**src/rtl/synth_audio_pkg.sv**
```systemverilog
// Shared audio-path types and constants for the NCO and the I2S transmitter.
package synth_audio_pkg;

    localparam int SAMPLE_W = 16;
    localparam int SLOT_W   = 32;
    localparam int H_W      = $clog2(4 * SLOT_W);

    typedef logic signed [SAMPLE_W-1:0] sample_t;

    // Bit carried in slot position k: one-BCLK I2S delay, MSB first, zero padding after the LSB.
    function automatic logic slot_bit(input sample_t word, input int k);
        logic bit_v;
        if ((k >= 1) && (k <= SAMPLE_W)) begin
            bit_v = word[SAMPLE_W - k];
        end else begin
            bit_v = 1'b0;
        end
        return bit_v;
    endfunction

endpackage

```
**src/rtl/i2s_tx.sv**
```systemverilog
// I2S master transmitter: serialises the mono sample into both 32-bit slots of a frame,
// paced by the clk_div half-period enable.
module i2s_tx
    import synth_audio_pkg::*;
(
    input  logic    master_clk,
    input  logic    rst,
    input  logic    sample_clk_en,
    input  logic    bit_clk_en,
    input  logic    mute,
    input  sample_t sample_in,
    output logic    i2s_bclk,
    output logic    i2s_lrclk,
    output logic    i2s_sdata,
    output logic    frame_start,
    output logic    underrun
);

    localparam logic [H_W-1:0] H_MAX = H_W'(4 * SLOT_W - 1);

    logic [H_W-1:0] h_q, h_d;
    sample_t        hold_q, hold_d;
    sample_t        frame_word_q, frame_word_d;
    logic           fresh_q, fresh_d;
    logic           bclk_q, bclk_d;
    logic           lrclk_q, lrclk_d;
    logic           sdata_q, sdata_d;
    logic           frame_start_q, frame_start_d;
    logic           underrun_q, underrun_d;
    logic [H_W-2:0] b_s;
    int             k_s;

    assign b_s = h_q[H_W-1:1];
    assign k_s = int'(b_s) % SLOT_W;

    // Next-state: sample capture, half-period counter, pin drive and frame load.
    always_comb begin
        h_d           = h_q;
        hold_d        = hold_q;
        frame_word_d  = frame_word_q;
        fresh_d       = fresh_q;
        bclk_d        = bclk_q;
        lrclk_d       = lrclk_q;
        sdata_d       = sdata_q;
        frame_start_d = 1'b0;
        underrun_d    = 1'b0;

        if (sample_clk_en) begin
            hold_d  = sample_in;
            fresh_d = 1'b1;
        end else begin
            hold_d  = hold_q;
        end

        if (bit_clk_en) begin
            h_d = (h_q == H_MAX) ? '0 : h_q + H_W'(1);
            if (h_q[0] == 1'b0) begin
                bclk_d  = 1'b0;
                lrclk_d = (int'(b_s) >= SLOT_W);
                sdata_d = slot_bit(frame_word_q, k_s);
            end else begin
                bclk_d  = 1'b1;
            end
            // The load overrides the capture's fresh flag: a same-cycle sample is consumed immediately.
            if (h_q == '0) begin
                frame_word_d  = mute ? '0 : (sample_clk_en ? sample_in : hold_q);
                frame_start_d = 1'b1;
                underrun_d    = !fresh_q && !sample_clk_en;
                fresh_d       = 1'b0;
            end else begin
                frame_word_d  = frame_word_q;
            end
        end else begin
            h_d = h_q;
        end
    end

    // State and output registers.
    always_ff @(posedge master_clk or posedge rst) begin
        if (rst) begin
            h_q           <= '0;
            hold_q        <= '0;
            frame_word_q  <= '0;
            fresh_q       <= 1'b0;
            bclk_q        <= 1'b0;
            lrclk_q       <= 1'b0;
            sdata_q       <= 1'b0;
            frame_start_q <= 1'b0;
            underrun_q    <= 1'b0;
        end else begin
            h_q           <= h_d;
            hold_q        <= hold_d;
            frame_word_q  <= frame_word_d;
            fresh_q       <= fresh_d;
            bclk_q        <= bclk_d;
            lrclk_q       <= lrclk_d;
            sdata_q       <= sdata_d;
            frame_start_q <= frame_start_d;
            underrun_q    <= underrun_d;
        end
    end

    assign i2s_bclk    = bclk_q;
    assign i2s_lrclk   = lrclk_q;
    assign i2s_sdata   = sdata_q;
    assign frame_start = frame_start_q;
    assign underrun    = underrun_q;

endmodule

```
**config.mk**
```make
export PLATFORM = sky130hd
export DESIGN_NAME = i2s_tx
export DESIGN_NICKNAME = d
export VERILOG_FILES = /design/src/rtl/synth_audio_pkg.sv /design/src/rtl/i2s_tx.sv
export SDC_FILE = /design/constraint.sdc
export NUM_CORES = 1
export LEC_CHECK = 0
export BUFFER_PORTS_ARGS = -buffer_cell sky130_fd_sc_hd__buf_2
export CORE_ASPECT_RATIO = 1.4
export CORE_MARGIN = 10
export CORE_UTILIZATION = 50
export CTS_CLUSTER_SIZE = 28
export DETAILED_ROUTE_END_ITERATION = 12
export MAX_ROUTING_LAYER = met4
export PLACE_DENSITY = 0.8
export SYNTH_ARGS = -nofsm -noshare
export SYNTH_HDL_FRONTEND = slang
export SYNTH_SLANG_ARGS = --single-unit
```
**constraint.sdc**
```tcl
create_clock -name master_clk -period 6.4 [get_ports master_clk]
set_input_delay 1.28 -clock master_clk [delete_from_list [all_inputs] [get_ports master_clk]]
set_output_delay 1.28 -clock master_clk [all_outputs]
set_load 0.02 [all_outputs]
```
# Word-level counts from Yosys, hierarchy flattened
# Cells that the tools add are included.
[op_classes] n_addsub=2 magnitude_cmp=4 eq_ne=1 muxes=15 bitwise_logic=1 reduce_logical=7
[ops] cell="$mux W16" n=2
[ops] cell="$mux W1" n=11
[ops] cell="$add A7 B1 Y7 const B" n=1
[ops] cell="$eq A7 B7 Y1 const B" n=1
[ops] cell="$logic_not A7 Y1" n=1
[ops] cell="$mux W7" n=1
[ops] cell="$ge A6 B6 Y1 const B" n=1
[ops] cell="$lt A6 B6 Y1 const B" n=1
[ops] cell="$sub A5 B5 Y6 const A" n=1
[ops] cell="$ge A5 B1 Y1 const B" n=1
[ops] cell="$le A5 B5 Y1 const B" n=1
[ops] cell="$bmux W1 S4" n=1
[ops] cell="$reduce_and A2 Y1" n=2
[ops] cell="$logic_and A1 B1 Y1" n=2
[ops] cell="$logic_not A1 Y1" n=2
[ops] cell="$not A1 Y1" n=1
[word_totals] ff_bits=45 out_inout_bits=5 word_cells=39

# Logic depth before layout (Yosys ltp)
[depth] ltp_word=5 depth_mapped=8

# Least setup slack after synthesis
# OpenSTA, ideal clock, no wires.
[synth_path] path_kind="input-to-reg" start="input port sample_clk_en" end="register frame_word_q[13]" setup_time_ns=0.132 arrival_time_ns=2.265 required_ns=6.268 path_slack_ns=4.003 path_stages=5 cell_sequence="clkbuf_1 -> buf_2 -> mux2_2 -> nand2b_1 -> o21ai_1"
[synth_between] elab_chain_cells=2
[synth_lines] item="start, declared" line="i2s_tx.sv:8" text="input logic sample_clk_en,"
[synth_lines] item="$mux W16"
[synth_lines] item="$mux W16" line="i2s_tx.sv:66" text="frame_word_d = mute ? '0 : (sample_clk_en ? sample_in : hold_q);"
[synth_lines] item="end signal, assigned" line="i2s_tx.sv:93" text="frame_word_q <= frame_word_d;"
[synth_lines] item="end, declared" line="i2s_tx.sv:23" text="sample_t frame_word_q, frame_word_d;"
# No other way between the ends.
# A chain may end at the register's enable or synchronous reset.

# Final worst setup path
[layout_path] start="input port bit_clk_en" end="register frame_word_q[0]"
[layout_between] elab_chain_cells=1
[layout_lines] item="start, declared" line="i2s_tx.sv:9" text="input logic bit_clk_en,"
[layout_lines] item="$reduce_and A2 Y1 (no line)"
# No other way between the ends.

==> metrics.md <==
| Metric | Value |
|---|---|
| Run status | `finished clean` |
| Post-placement cell count | `234` |
| Distinct cells, synth | `30` |
| Total number of H-tree levels | `2` |
| Mean number of vias per cell | `5.47` |
| Antenna diode count | `0` |
| Final count of negative-setup-slack endpoints | `0` |
| Tcrit/Tclk final | `0.415` |
| Proportion of synthesized chip area in sequential cells | `0.548` |
| Arrival time at the worst endpoint | `2.79 ns` |
| Final instance area | `2300 µm²` |
| Final critical-path setup slack | `3.74 ns` |
| Cell Int Power | `626 µW` |
| Area after detailed placement | `2190 µm²` |
| CTS tree | `built` |
| Register clock-pin slew on the reported worst setup and hold paths | `0.08 ns` |
| Worst clock skew | `0.00475 ns` |
| Largest fanout on the critical path | `32` |
| Unrepaired setup endpoints after global routing | `false` |
| Synthesized area | `2060 µm²` |
| Core Region | `3950 µm²` |
| Sequential share of power | `0.484` |
| Post-synthesis net count | `203` |
| Post-CTS Setup Inserts | `0` |
| Worst min-delay path class | `flop to flop` |
| Layout cell share with drive strength beyond 1 | `0.266` |
| Number of vias in the routed layout | `1323` |
| Initial Util | `0.520` |
| Part of the power in combinational logic | `0.273` |
| Crit path kind | `input pin to flop` |
| Total Routing Usage GR | `0.113` |
| Overflow left after global routing | `0` |
| Relative slew slack | `0.241` |
| Min Tclk post-route | `2.66 ns` |
| Post-Place Worst Slack | `3.45 ns` |
| Top achievable clock speed | `0.377 GHz` |
| Estimated wirelength of the detail-placed design | `2.58 mm` |
| Number of CTS-inserted buffers | `5` |
| Maximum Capacitance Violations | `0` |
| LEAKAGE | `1.08 nW` |
| Drt pass-1 iters | `4` |
| Detailed Route Iter0 Violations | `90` |
| Switching Fraction | `0.305` |
| Post_cts resized | `0` |
| Area growth from synthesis to final layout | `12.1%` |
| Overall die area | `7110 µm²` |
| Area share of the largest cell type after synthesis | `0.548` |
| Clock latency on the worst-skew pair | `0.30 ns` |
| Number of synthesized register bits | `45` |
| Drt wl/cell | `14.9 µm` |
| FP Rows | `27` |
| Nets@finish | `224` |
| Placer Congestion | `0.807` |
| I/O pin cnt | `26` |
| Maximum number of pins on one net before global-route repair | `46` |
| Wire length reported by the detailed router | `3.61 mm` |
| Most frequent cells in the layout | `sky130_fd_sc_hd__dfrtp_1 (45), sky130_fd_sc_hd__buf_2 (25), sky130_fd_sc_hd__nand2_1 (23)` |
| Kind of start point of the critical path | `input pin` |
| Number of global-route vias before repair | `1395` |
| YS warnings | `0` |
| Non-filler instance count after layout | `242` |
| Required time at the endpoint of the critical path | `6.54 ns` |
| Power spent charging and discharging nets | `275 µW` |
| Max VDD drop | `0.000240 V` |
| Horizontal die dimension | `74.2 µm` |
| Post-detailed-route count of antenna-violating nets | `0` |
| Pwr/cell area | `391 nW/µm²` |
| Synthesized netlist cell count | `177` |
| Worst Tran Pin Value | `1.13 ns` |
| Per-instance average area after synthesis | `11.6 µm²` |
| Nature of the critical path endpoint | `flop` |
| Post-route DRC | `0` |
| Most common cell after layout, fill and taps aside | `sky130_fd_sc_hd__dfrtp_1` |
| Global-route wire length before repair | `6.12 mm` |
| Buffers on Ports | `25` |
| CTS root buffer | `sky130_fd_sc_hd__clkbuf_8` |
| Number of max-slew violations in the final report | `0` |
| Clock Path Buffers | `2` |
| Cell type with the largest total area after synthesis | `sky130_fd_sc_hd__dfrtp_1` |
| Clock network fraction of total power | `0.243` |
| Final TNS setup | `0 ns` |
| Post-cts hold buffer count | `0` |
| Number of clock sinks | `45` |
| Final-report hold violation count | `0` |
| Largest cells by area after synthesis | `sky130_fd_sc_hd__dfrtp_1 (55%), sky130_fd_sc_hd__mux2_2 (9.9%), sky130_fd_sc_hd__nand2b_1 (5.2%), sky130_fd_sc_hd__nand2_1 (4.2%), sky130_fd_sc_hd__o21ai_1 (3.9%)` |
| Die height | `95.9 µm` |
| Initial antenna violation count | `0` |
==> cell usage after synthesis, drive strengths merged <==
cell type and instances:
clkbuf 10, a21oi 1, xnor2 3, o31ai 1, a21boi 1, buf 2
and3 1, nor2 5, a21o 1, nand4b 1, mux2 18, o21ai 19
a22o 1, nand3 3, nand2b 17, mux4 5, nor2b 1, and2 1
ha 5, inv 4, xor2 2, dfrtp 45, nor3 3, o22ai 1
nand2 23, and4 1, nand4 2
==> final timing paths <==
check	depth (start not counted)	from	to	slack, ns
setup / recovery	4	bit_clk_en	frame_word_q[0]	3.74
hold / removal	2	frame_word_q[12]	frame_word_q[12]	0.48
setup reg to reg	6	h_q[1]	frame_word_q[0]	3.89
hold reg to reg	2	frame_word_q[12]	frame_word_q[12]	0.48
max in group asynchronous	3	rst	hold_q[11]	4.92
min in group asynchronous	3	rst	frame_start	1.11
==> through the flow <==
step,power [mW],util,hold WS [ns]
after floorplan,0.636,-,0.443
after global placement,0.672,0.554,0.459
after detailed placement,0.691,0.554,0.471
after CTS,0.912,0.583,0.490
after global routing,0.960,0.583,0.513
final,0.902,0.583,0.483
==> critical path, cell delays in order <==
cell and delay (ns):
sky130_fd_sc_hd__buf_2 0.17, sky130_fd_sc_hd__nand4b_1 0.90, sky130_fd_sc_hd__nand2_1 0.33, sky130_fd_sc_hd__o21ai_1 0.10
==> registers in the layout, indices dropped and copies added, names as in the netlist <==
register,count
frame_start,1
frame_word_q,16
fresh_q,1
h_q,7
hold_q,16
i2s_bclk,1
i2s_lrclk,1
i2s_sdata,1
underrun,1
==> kinds of logic after synthesis <==
| logic type | synth area share |
|---|---|
| adders and majority gates | 0.0304 |
| xor gates and xnor gates | 0.0213 |
| and+or+nand+nor | 0.141 |
| AOI/OAI and AO/OA | 0.0670 |
| DFF | 0.548 |
| muxes | 0.159 |
| buffers and inverters | 0.0335 |
==> power by group through the flow <==
stage	Clock (mW)	Sequential, mW	Combinational (mW)
global placement	0	0.436	0.236
detailed placement	0	0.441	0.250
floorplan	0	0.402	0.234
finish	0.219	0.436	0.246
global route	0.233	0.446	0.281
CTS	0.224	0.435	0.252
==> per-layer routing <==
metal	vias up	GRT usage	wire, µm
met5	-	-	0
met4	0	0.0561	78
met1	642	0.118	1520
li1	641	-	-
met3	10	0.0268	126
met2	30	0.193	1880
==> layout make-up <==
class	instances	area, µm²
flip-flops and latches	45	1130
clock buffers	7	86.3
inverters	4	15.0
multi-input cells	116	861
clock inverters	1	30.0
well taps	43	53.8
fillers	351	1650
repair buffers	26	133
(Power assumes the default switching activity.)
